File: src/rtl/branch_sequencer_if.sv
// Fetch/execute <-> PC sequencer bus. The master side reports retirement and
// redirect information; the slave side (the sequencer) returns the PC and status flags.
interface branch_sequencer_if;
  logic        advance;
  logic        branch_valid;
  logic        branch_taken;
  logic [31:0] branch_addr;
  logic        jump_valid;
  logic [31:0] jump_target;
  logic [31:0] pc;
  logic [31:0] pc_plus4;
  logic        in_delay_slot;
  logic        active;
  logic        fault;

  modport master (
    output advance, branch_valid, branch_taken, branch_addr, jump_valid, jump_target,
    input  pc, pc_plus4, in_delay_slot, active, fault
  );

  modport slave (
    input  advance, branch_valid, branch_taken, branch_addr, jump_valid, jump_target,
    output pc, pc_plus4, in_delay_slot, active, fault
  );
endinterface

File: src/rtl/branch_sequencer.sv
// MIPS PC sequencer: owns the PC, enforces a single branch delay slot,
// halts on a redirect to HALT_ADDR and flags misaligned or nested redirects.
module branch_sequencer #(
  parameter logic [31:0] RESET_VECTOR = 32'hBFC00000,
  parameter logic [31:0] HALT_ADDR    = 32'h00000000
) (
  input logic               clk,
  input logic               reset,
  branch_sequencer_if.slave bus
);
  typedef enum logic [1:0] {RUN, DELAY, HALT} state_t;

  state_t      state;
  logic [31:0] pc_q;
  logic [31:0] pending;
  logic        ds_q;
  logic        active_q;
  logic        fault_q;
  logic        redirect;
  logic [31:0] target;
  logic [31:0] pc_next_seq;

  // Jump wins over a simultaneously taken branch.
  assign redirect    = bus.jump_valid | (bus.branch_valid & bus.branch_taken);
  assign target      = bus.jump_valid ? bus.jump_target : bus.branch_addr;
  assign pc_next_seq = pc_q + 32'd4;

  assign bus.pc            = pc_q;
  assign bus.pc_plus4      = pc_next_seq;
  assign bus.in_delay_slot = ds_q;
  assign bus.active        = active_q;
  assign bus.fault         = fault_q;

  always_ff @(posedge clk or posedge reset) begin
    if (reset) begin
      state    <= RUN;
      pc_q     <= RESET_VECTOR;
      pending  <= 32'd0;
      ds_q     <= 1'b0;
      active_q <= 1'b1;
      fault_q  <= 1'b0;
    end else if (bus.advance) begin
      case (state)
        RUN: begin
          if (!redirect) begin
            pc_q <= pc_next_seq;
          end else if (target[1:0] != 2'b00) begin
            fault_q  <= 1'b1;
            active_q <= 1'b0;
            state    <= HALT;
          end else begin
            pending <= target;
            pc_q    <= pc_next_seq;
            ds_q    <= 1'b1;
            state   <= DELAY;
          end
        end
        DELAY: begin
          // A redirect from the delay slot is dropped; the earlier target still wins.
          pc_q <= pending;
          ds_q <= 1'b0;
          if (redirect) fault_q <= 1'b1;
          if (pending == HALT_ADDR) begin
            active_q <= 1'b0;
            state    <= HALT;
          end else begin
            state <= RUN;
          end
        end
        default: ;
      endcase
    end
  end
endmodule

File: src/flat_wrapper.sv
// flat-port wrapper written by rule: the top's interface ports become plain ports
module branch_sequencer_flat 
#(
  parameter logic [31:0] RESET_VECTOR = 32'hBFC00000,
  parameter logic [31:0] HALT_ADDR    = 32'h00000000
)
  (clk, reset, bus_advance, bus_branch_valid, bus_branch_taken, bus_branch_addr, bus_jump_valid, bus_jump_target, bus_pc, bus_pc_plus4, bus_in_delay_slot, bus_active, bus_fault);
  branch_sequencer_if bus_i ();
  input logic clk;
  input logic reset;
  input wire logic [$bits(bus_i.advance)-1:0] bus_advance;
  input wire logic [$bits(bus_i.branch_valid)-1:0] bus_branch_valid;
  input wire logic [$bits(bus_i.branch_taken)-1:0] bus_branch_taken;
  input wire logic [$bits(bus_i.branch_addr)-1:0] bus_branch_addr;
  input wire logic [$bits(bus_i.jump_valid)-1:0] bus_jump_valid;
  input wire logic [$bits(bus_i.jump_target)-1:0] bus_jump_target;
  output wire logic [$bits(bus_i.pc)-1:0] bus_pc;
  output wire logic [$bits(bus_i.pc_plus4)-1:0] bus_pc_plus4;
  output wire logic [$bits(bus_i.in_delay_slot)-1:0] bus_in_delay_slot;
  output wire logic [$bits(bus_i.active)-1:0] bus_active;
  output wire logic [$bits(bus_i.fault)-1:0] bus_fault;
  assign bus_i.advance = bus_advance;
  assign bus_i.branch_valid = bus_branch_valid;
  assign bus_i.branch_taken = bus_branch_taken;
  assign bus_i.branch_addr = bus_branch_addr;
  assign bus_i.jump_valid = bus_jump_valid;
  assign bus_i.jump_target = bus_jump_target;
  assign bus_pc = bus_i.pc;
  assign bus_pc_plus4 = bus_i.pc_plus4;
  assign bus_in_delay_slot = bus_i.in_delay_slot;
  assign bus_active = bus_i.active;
  assign bus_fault = bus_i.fault;
  branch_sequencer #(.RESET_VECTOR(RESET_VECTOR), .HALT_ADDR(HALT_ADDR)) u_core (.clk(clk), .reset(reset), .bus(bus_i));
endmodule
File: config.mk
export PLATFORM = sky130hd
export DESIGN_NAME = branch_sequencer_flat
export DESIGN_NICKNAME = d
export VERILOG_FILES = /design/src/rtl/branch_sequencer_if.sv /design/src/rtl/branch_sequencer.sv /design/src/flat_wrapper.sv
export SDC_FILE = /design/constraint.sdc
export NUM_CORES = 1
export LEC_CHECK = 0
export CORE_MARGIN = 2
export CORE_UTILIZATION = 35
export CTS_BUF_LIST = sky130_fd_sc_hd__clkbuf_16
export CTS_CLUSTER_DIAMETER = 40
export DETAILED_ROUTE_END_ITERATION = 10
export PLACE_DENSITY = 0.62
export SLEW_MARGIN = 20
export SYNTH_ARGS = -nofsm -noshare
export SYNTH_HDL_FRONTEND = slang
export SYNTH_SLANG_ARGS = --single-unit
File: constraint.sdc
create_clock -name clk -period 6.45 [get_ports clk]
set_input_delay 1.6125 -clock clk [delete_from_list [all_inputs] [get_ports clk]]
set_output_delay 1.6125 -clock clk [all_outputs]
set_load 0.02 [all_outputs]
==> summary.txt <==
Cells and area
  – N_diodes: 0
  – FILL cells: 1,061
  – Layout Utilization: 0.511
  – Layout cells sized above 1: 0.0893
  – Final #Nets: 648
  – Layout overhead on the synthesized area: 40.9%

Route
  – Via density: 5.47
  – Routed WL: 12,400 um
  – Initial drt markers: 295
  – Final ANT Viol Nets: 0
  – Drt wl/cell: 17.1 um
  – Via count: 3,965
  – DRC violations left: 0
  – First drt pass iteration count: 4

Synth
  – Mux contribution to synthesized area: 0.0818
  – Synth Instances: 461
  – Fraction of registers with async set/reset: 1.00
  – Post-synth EDFFs: 0
  – Top FF cell, synth: dfrtp_1
  – Syn avg cell area: 9.09 um2
  – Synth Cell Area: 0.00419 mm2
  – Main combinational cell family by area after synthesis: simple AND/OR/NAND/NOR gates
  – Simple-gate share of the synthesized area: 0.207
  – Yosys reg bits: 69
  – Yosys warning count: 0
  – Synth Area in Adders: 0.00299
  – Number of library cell types mapped by synthesis: 55
  – Synth Area in XOR/XNOR: 0.0585
  – Syn_nets: 532
  – Compound-gate portion of the synthesized area: 0.188
  – Sequential share of the synthesized area: 0.415

Place
  – Hpwl dp: 9200 um
  – GP Congestion: 0.858
  – Buffers on Ports: 136

Run status
  – Outcome: finished clean

Worst setup path
  – CP endpoint kind: output port
  – Crit path to: bus_pc_plus4[30]
  – Worst Setup Start Kind: flip-flop
  – FF-to-FF setup slack: 4.13 ns
  – Start of the worst register-to-register path: u_core.state[1]
  – Crit path kind: flip-flop to output port
  – Crit path arrival time: 2.87 ns
  – Crit path launch: u_core.bus.pc[2]
  – R2R cell count: 6
  – WP data required: 4.84 ns
  – Worst-path maximum fanout: 10
  – Reg2reg end: u_core.pending[9]

CTS
  – Worst skew pair latency: 0.33 ns
  – Clock transition at path regs: 0.06 ns
  – TritonCTS Buffers: 9
  – Hold buffer count at CTS: 0
  – CTS max path bufs: 2
  – Clock root cell: clkbuf_16
  – CTS tree: built
  – Postcts setup bufs: 0
  – Gates resized, CTS repair: 0
  – CTS H-tree depth: 3
  – Clk sink count: 69

STA
  – Final Slew Violations: 0
  – Min Clock Period, post-route: 4.48 ns
  – Slew margin rel.: 0.377
  – Final Hold Fails: 0
  – Worst Max-Slew Pin Slew: 0.934 ns
  – # setup viols final: 0
  – Fmax: 223 MHz
  – Skew final: 0.00897 ns
  – RSZ-0062 raised after global routing: no
  – Fin Setup TNS: 0 ns
  – Final period util: 0.695

Die
  – Area of the die: 0.0129 mm2
  – Std cell rows: 39
  – Core ar.: 0.0116 mm2
  – Die Wd: 113 um
  – Initial Utilization: 0.362
  – Die Y: 113 um
  – Io pins: 137

Global routing
  – Initial antenna violation count: 0
  – Global-route wire length before repair: 19,600 um
  – Largest net degree at the start of global routing: 70
  – Vias in the first global route: 3,791
  – Remaining global-route overflow: 0
  – GR Util All Layers: 0.191

Power and ir drop
  – Cell Pwr Density: 279 mW/mm2
  – P_int: 1.08 mW
  – Seq pwr share: 0.387
  – Clock network power share: 0.300
  – Sw power: 564 uW
  – Worst VDD drop: 0.000163 V
  – Switching Fraction: 0.342
  – Leak: 2.44 nW
  – Comb pwr share: 0.312

Min path
  – Worst min-delay path class: flip-flop to flip-flop
  – Hold Path Cell Cnt: 2

Job
  – Max Cap Viol: 0
[cells in the mapped netlist (2+ instances only)]
library cell  count  area, um2
nand4_1           9       56.3
or2_2             4       25.0
a31oi_1           3       18.8
o2bb2ai_1         8       70.1
and3_1            6       37.5
nand3_1           8       40.0
inv_1             7       26.3
mux2_2            2       22.5
nor3_2            4       40.0
nor4_1           14       87.6
nor2b_1           3       18.8
a21o_1            2       15.0
a21oi_1          54        270
xnor2_1          16        140
o22ai_1          12       75.1
xor2_1           12        105
o21bai_1          3       22.5
clkbuf_1         19       71.3
a2bb2oi_1         8       70.1
o21ai_0          14       70.1
nand2_1          35        131
nand4_4           2       42.5
o21a_1            2       15.0
and2_1            3       18.8
nor2_1           53        199
or3_1             3       18.8
nor3_1            4       20.0
buf_2            11       55.1
mux2i_1          32        320
dfrtp_1          59       1480
buf_1             2       7.51
o22a_1            3       26.3
dfstp_2          10        263
a22oi_1           7       52.6
buf_4             2       15.0
and4_1            6       52.6
[cells in the final DEF, fill, tap and decap left out, drive strengths merged, types with 5 or more instances in the layout]
cell type	count
a2bb2oi	8
o22ai	12
or2	5
xnor2	16
nor3	8
xor2	12
nor2	53
and4	6
o21ai	15
nand2	35
a21oi	54
and3	6
buf	6
o2bb2ai	8
nand3	8
a22oi	7
clkdlybuf4s50	135
inv	9
dfstp	10
nor4	16
nand4	11
clkbuf	9
dfrtp	59
mux2i	32
[through the flow]
stage	cells	instance area (um2)	setup slack, ns	hold WS [ns]	power (mW)
after floorplan	461	4190	2.78	0.474	0.888
after global placement	709	5600	2.21	0.431	1.15
after detailed placement	709	5600	2.09	0.453	1.16
after CTS	725	5900	1.95	0.461	1.66
after global routing	725	5900	1.80	0.486	1.73
final	725	5900	1.97	0.460	1.65
[how the worst min path moves through the flow]
stage                            startpoint                end  slack, ns
after floorplan           u_core.bus.active  u_core.bus.active       0.47
after global placement    u_core.bus.active  u_core.bus.active       0.43
after detailed placement  u_core.bus.active  u_core.bus.active       0.45
after CTS                 u_core.bus.active  u_core.bus.active       0.46
after global routing      u_core.bus.active  u_core.bus.active       0.49
final                     u_core.bus.active  u_core.bus.active       0.46
[per-layer routing]
layer	vias up	global-route usage	share of wire
li1	1909	-	-
met1	1908	0.264	0.44
met2	137	0.317	0.48
met3	11	0.0313	0.062
met4	0	0.0439	0.011
met5	-	0	0
[final cells by class]
type                            count  area [um2]  share of cell area
Clock buffer                        9         225              0.0381
Clock inverter                      7        75.1              0.0127
Inverter                            7        26.3             0.00445
Multi-Input combinational cell    349        2270               0.384
Sequential cell                    69        1740               0.295
Tap cell                          143         179              0.0303
Timing Repair Buffer              141        1390               0.236
[power by group through the flow]
| stage | Combinational [mW] | Sequential, mW | Clock, mW |
|---|---|---|---|
| 2_1_floorplan | 0.248 | 0.640 | 0 |
| 3_3_place_gp | 0.512 | 0.640 | 0 |
| 3_5_place_dp | 0.518 | 0.642 | 0 |
| 4_1_cts | 0.520 | 0.636 | 0.502 |
| 5_1_grt | 0.553 | 0.652 | 0.522 |
| 6_report | 0.515 | 0.639 | 0.495 |
[worst max-delay path, cell delays in order (launching register included)]
cell and delay [ns]:
dfrtp_1 0.43, ha_1 0.23, and3_1 0.31, nand4_4 0.25
nor4b_2 0.52, xor2_1 0.18, clkdlybuf4s50_1 0.62
[cell families after synthesis]
kind of cell               after synthesis
buffers and inverters                   43
AOI/OAI and AO/OA                      125
and+or+nand+nor                        161
xor gates and xnor gates                28
DFF                                     69
muxes                                   34
adders and majority gates                1
[flip-flops by register name (all words and copies together), names as in the netlist]
name,count
u_core.bus.in_delay_slot,1
u_core.bus.pc,32
u_core.state,2
u_core.bus.active,1
u_core.bus.fault,1
u_core.pending,32
No activity file was read; power rests on OpenSTA's default activity.
==> RTL change: new RTL, config.mk and constraints unchanged <==
Encoding of `state_t`: now one-hot (3 bits for 3 states).
--- a/src/rtl/branch_sequencer.sv
+++ b/src/rtl/branch_sequencer.sv
@@ -10,3 +10,3 @@
 );
-  typedef enum logic [1:0] {RUN, DELAY, HALT} state_t;
+  typedef enum logic [2:0] {RUN = 3'b001, DELAY = 3'b010, HALT = 3'b100} state_t;
 
Check against the original RTL: same outputs for any inputs over 4 cycles, from zero or initial values and one cycle with reset high; so few cycles prove little.
==> RTL change against the unedited design <==
Routed wire length down 0.84%; highest routed layer unchanged; setup slack worse by 0.28 ns; final cell count up 0.28%; critical path type unchanged; area after synthesis down 2.8%; cell area down 1.0%; sequential cell count up 1.
Power is not compared: it rests on default switching activity, and its combinational part moved more than twofold at a synthesized area within 25%.
==> RTL change: results (changes against the unedited design) <==
worst-margin pin slew=0.8956 ns (-0.03866 ns); critical path arrival=3.14 ns (+0.27 ns); DR pass1 iterations=4 (unchanged); Area growth, synth to finish=43.50%; complex-gate fraction of the synthesized area=0.1644 (-0.02411); layout cells sized above 1=0.06849 (-0.02085); antenna violations before repair=0 (unchanged); Plain + repair buffers=142 (+0.71%); NetSw=962.5 uW; DP Wirelength=9207 um (+0.11%); Adder-Cell Fraction of Synth Area=0.003072 (+0.00008534); Distinct cells, synth=50 (-9.1%); clk buf depth=2 (unchanged); critical path peak fanout=11 (+1); filler cell count in the final layout=1,109 (+4.5%); Total GRT Usage=0.1996 (+0.008493); nets@finish=650 (+0.31%); Comb pwr share=0.445; Vias per Instance=5.415 (-0.98%); cts bufs inserted=9 (unchanged); multi-input gates=349 (unchanged); Final non-clock buffer share=0.2398 (+0.003709); vias in the first global route=3,850 (+1.6%); status=finished, final reports clean; post-synthesis mux area share=0.08111 (-0.0007339); clock network power=470 uW; Signal inverters=7 (unchanged); multi-input gate share of total cell area=0.3747 (-0.009116); Syn Nets=526 (-1.1%); Seq cells=70 (+1.4%); Placer Congestion=0.8141 (-5.1%); Post-synth top cells=nand2_1 (75), dfrtp_1 (59), o21ai_0 (45); Yosys Warn Count=0 (unchanged); Clk pwr share=0.195; largest net degree at the start of global routing=64 (-8.6%); clock slew at reported path FFs=0.06 ns (about the same); DR WL/cell=16.88 um (-1.1%); sequential cell area share=0.3021 (+0.007521); Post-Synth XOR/XNOR Area=0.05806 (-0.0004779); register area share after synthesis=0.4335 (+0.01831); Setup Skew=0.005266 ns (-0.003701 ns); Starting DRT DRC Count=199 (-33%); Final Hold Viols=0 (unchanged); leak pwr=2.424 nW; n_diodes=0 (unchanged); first-pass GRT wire length=20,120 um (+2.9%); clk tree area frac=0.04838 (-0.002475); hold crit path type=flip-flop to flip-flop; ranking of synthesized cells by area=dfrtp_1 (36%), mux2i_1 (8.1%), dfstp_2 (7.1%), nand2_1 (6.9%), o21ai_0 (5.5%)
-- RTL change: cell count changes in the layout (fill, tap and decap cells not counted), moves of 31 or more --
cell | unedited run | this run
a21oi_1 | 54 | 18
nand2_1 | 35 | 75
nor2_1 | 53 | 21
o21ai_0 | 14 | 45
-- RTL change: worst max-delay path, stage by stage (launching register included) --
cell             delay (ns)
dfrtp_1                0.47
ha_1                   0.29
nand3_2                0.14
nor2_1                 0.71
nand4_1                0.29
xnor2_1                0.27
clkdlybuf4s50_1        0.64
-- RTL change: path summary, 6_finish.rpt --
kind / startpoint / end / slack (ns) / depth (start not counted)
setup / recovery: u_core.bus.pc[2]$_DFFE_PP0P_ / bus_pc_plus4[20] / 1.69 / 6
hold / removal: u_core.bus.fault$_DFFE_PP0P_ / u_core.bus.fault$_DFFE_PP0P_ / 0.47 / 1
setup reg to reg: u_core.bus.pc[2]$_DFFE_PP0P_ / u_core.bus.pc[28]$_DFFE_PP1P_ / 3.92 / 6
hold reg to reg: u_core.bus.fault$_DFFE_PP0P_ / u_core.bus.fault$_DFFE_PP0P_ / 0.47 / 1
max in group asynchronous: reset / u_core.bus.pc[9]$_DFFE_PP0P_ / 3.80 / 3
min in group asynchronous: reset / u_core.bus.pc[1]$_DFFE_PP0P_ / 1.65 / 2
-- RTL change: stage by stage --
stage               worst slack [ns]  hold slack, ns  instances  area (sq um)
CTS                            1.624          0.4799        727          5831
floorplan                      2.430          0.4534        455          4073
finish                         1.694          0.4652        727          5844
detailed placement             1.961          0.4587        711          5548
global route                   1.472          0.4952        727          5844
global placement               2.030          0.4660        711          5548
-- RTL change: layer usage --
metal	vias up	track usage	wire (um)
met5	-	0	0
met1	1892	0.2823	5621
li1	1906	-	-
met4	0	0.06337	140
met2	127	0.3152	5826
met3	12	0.03157	685
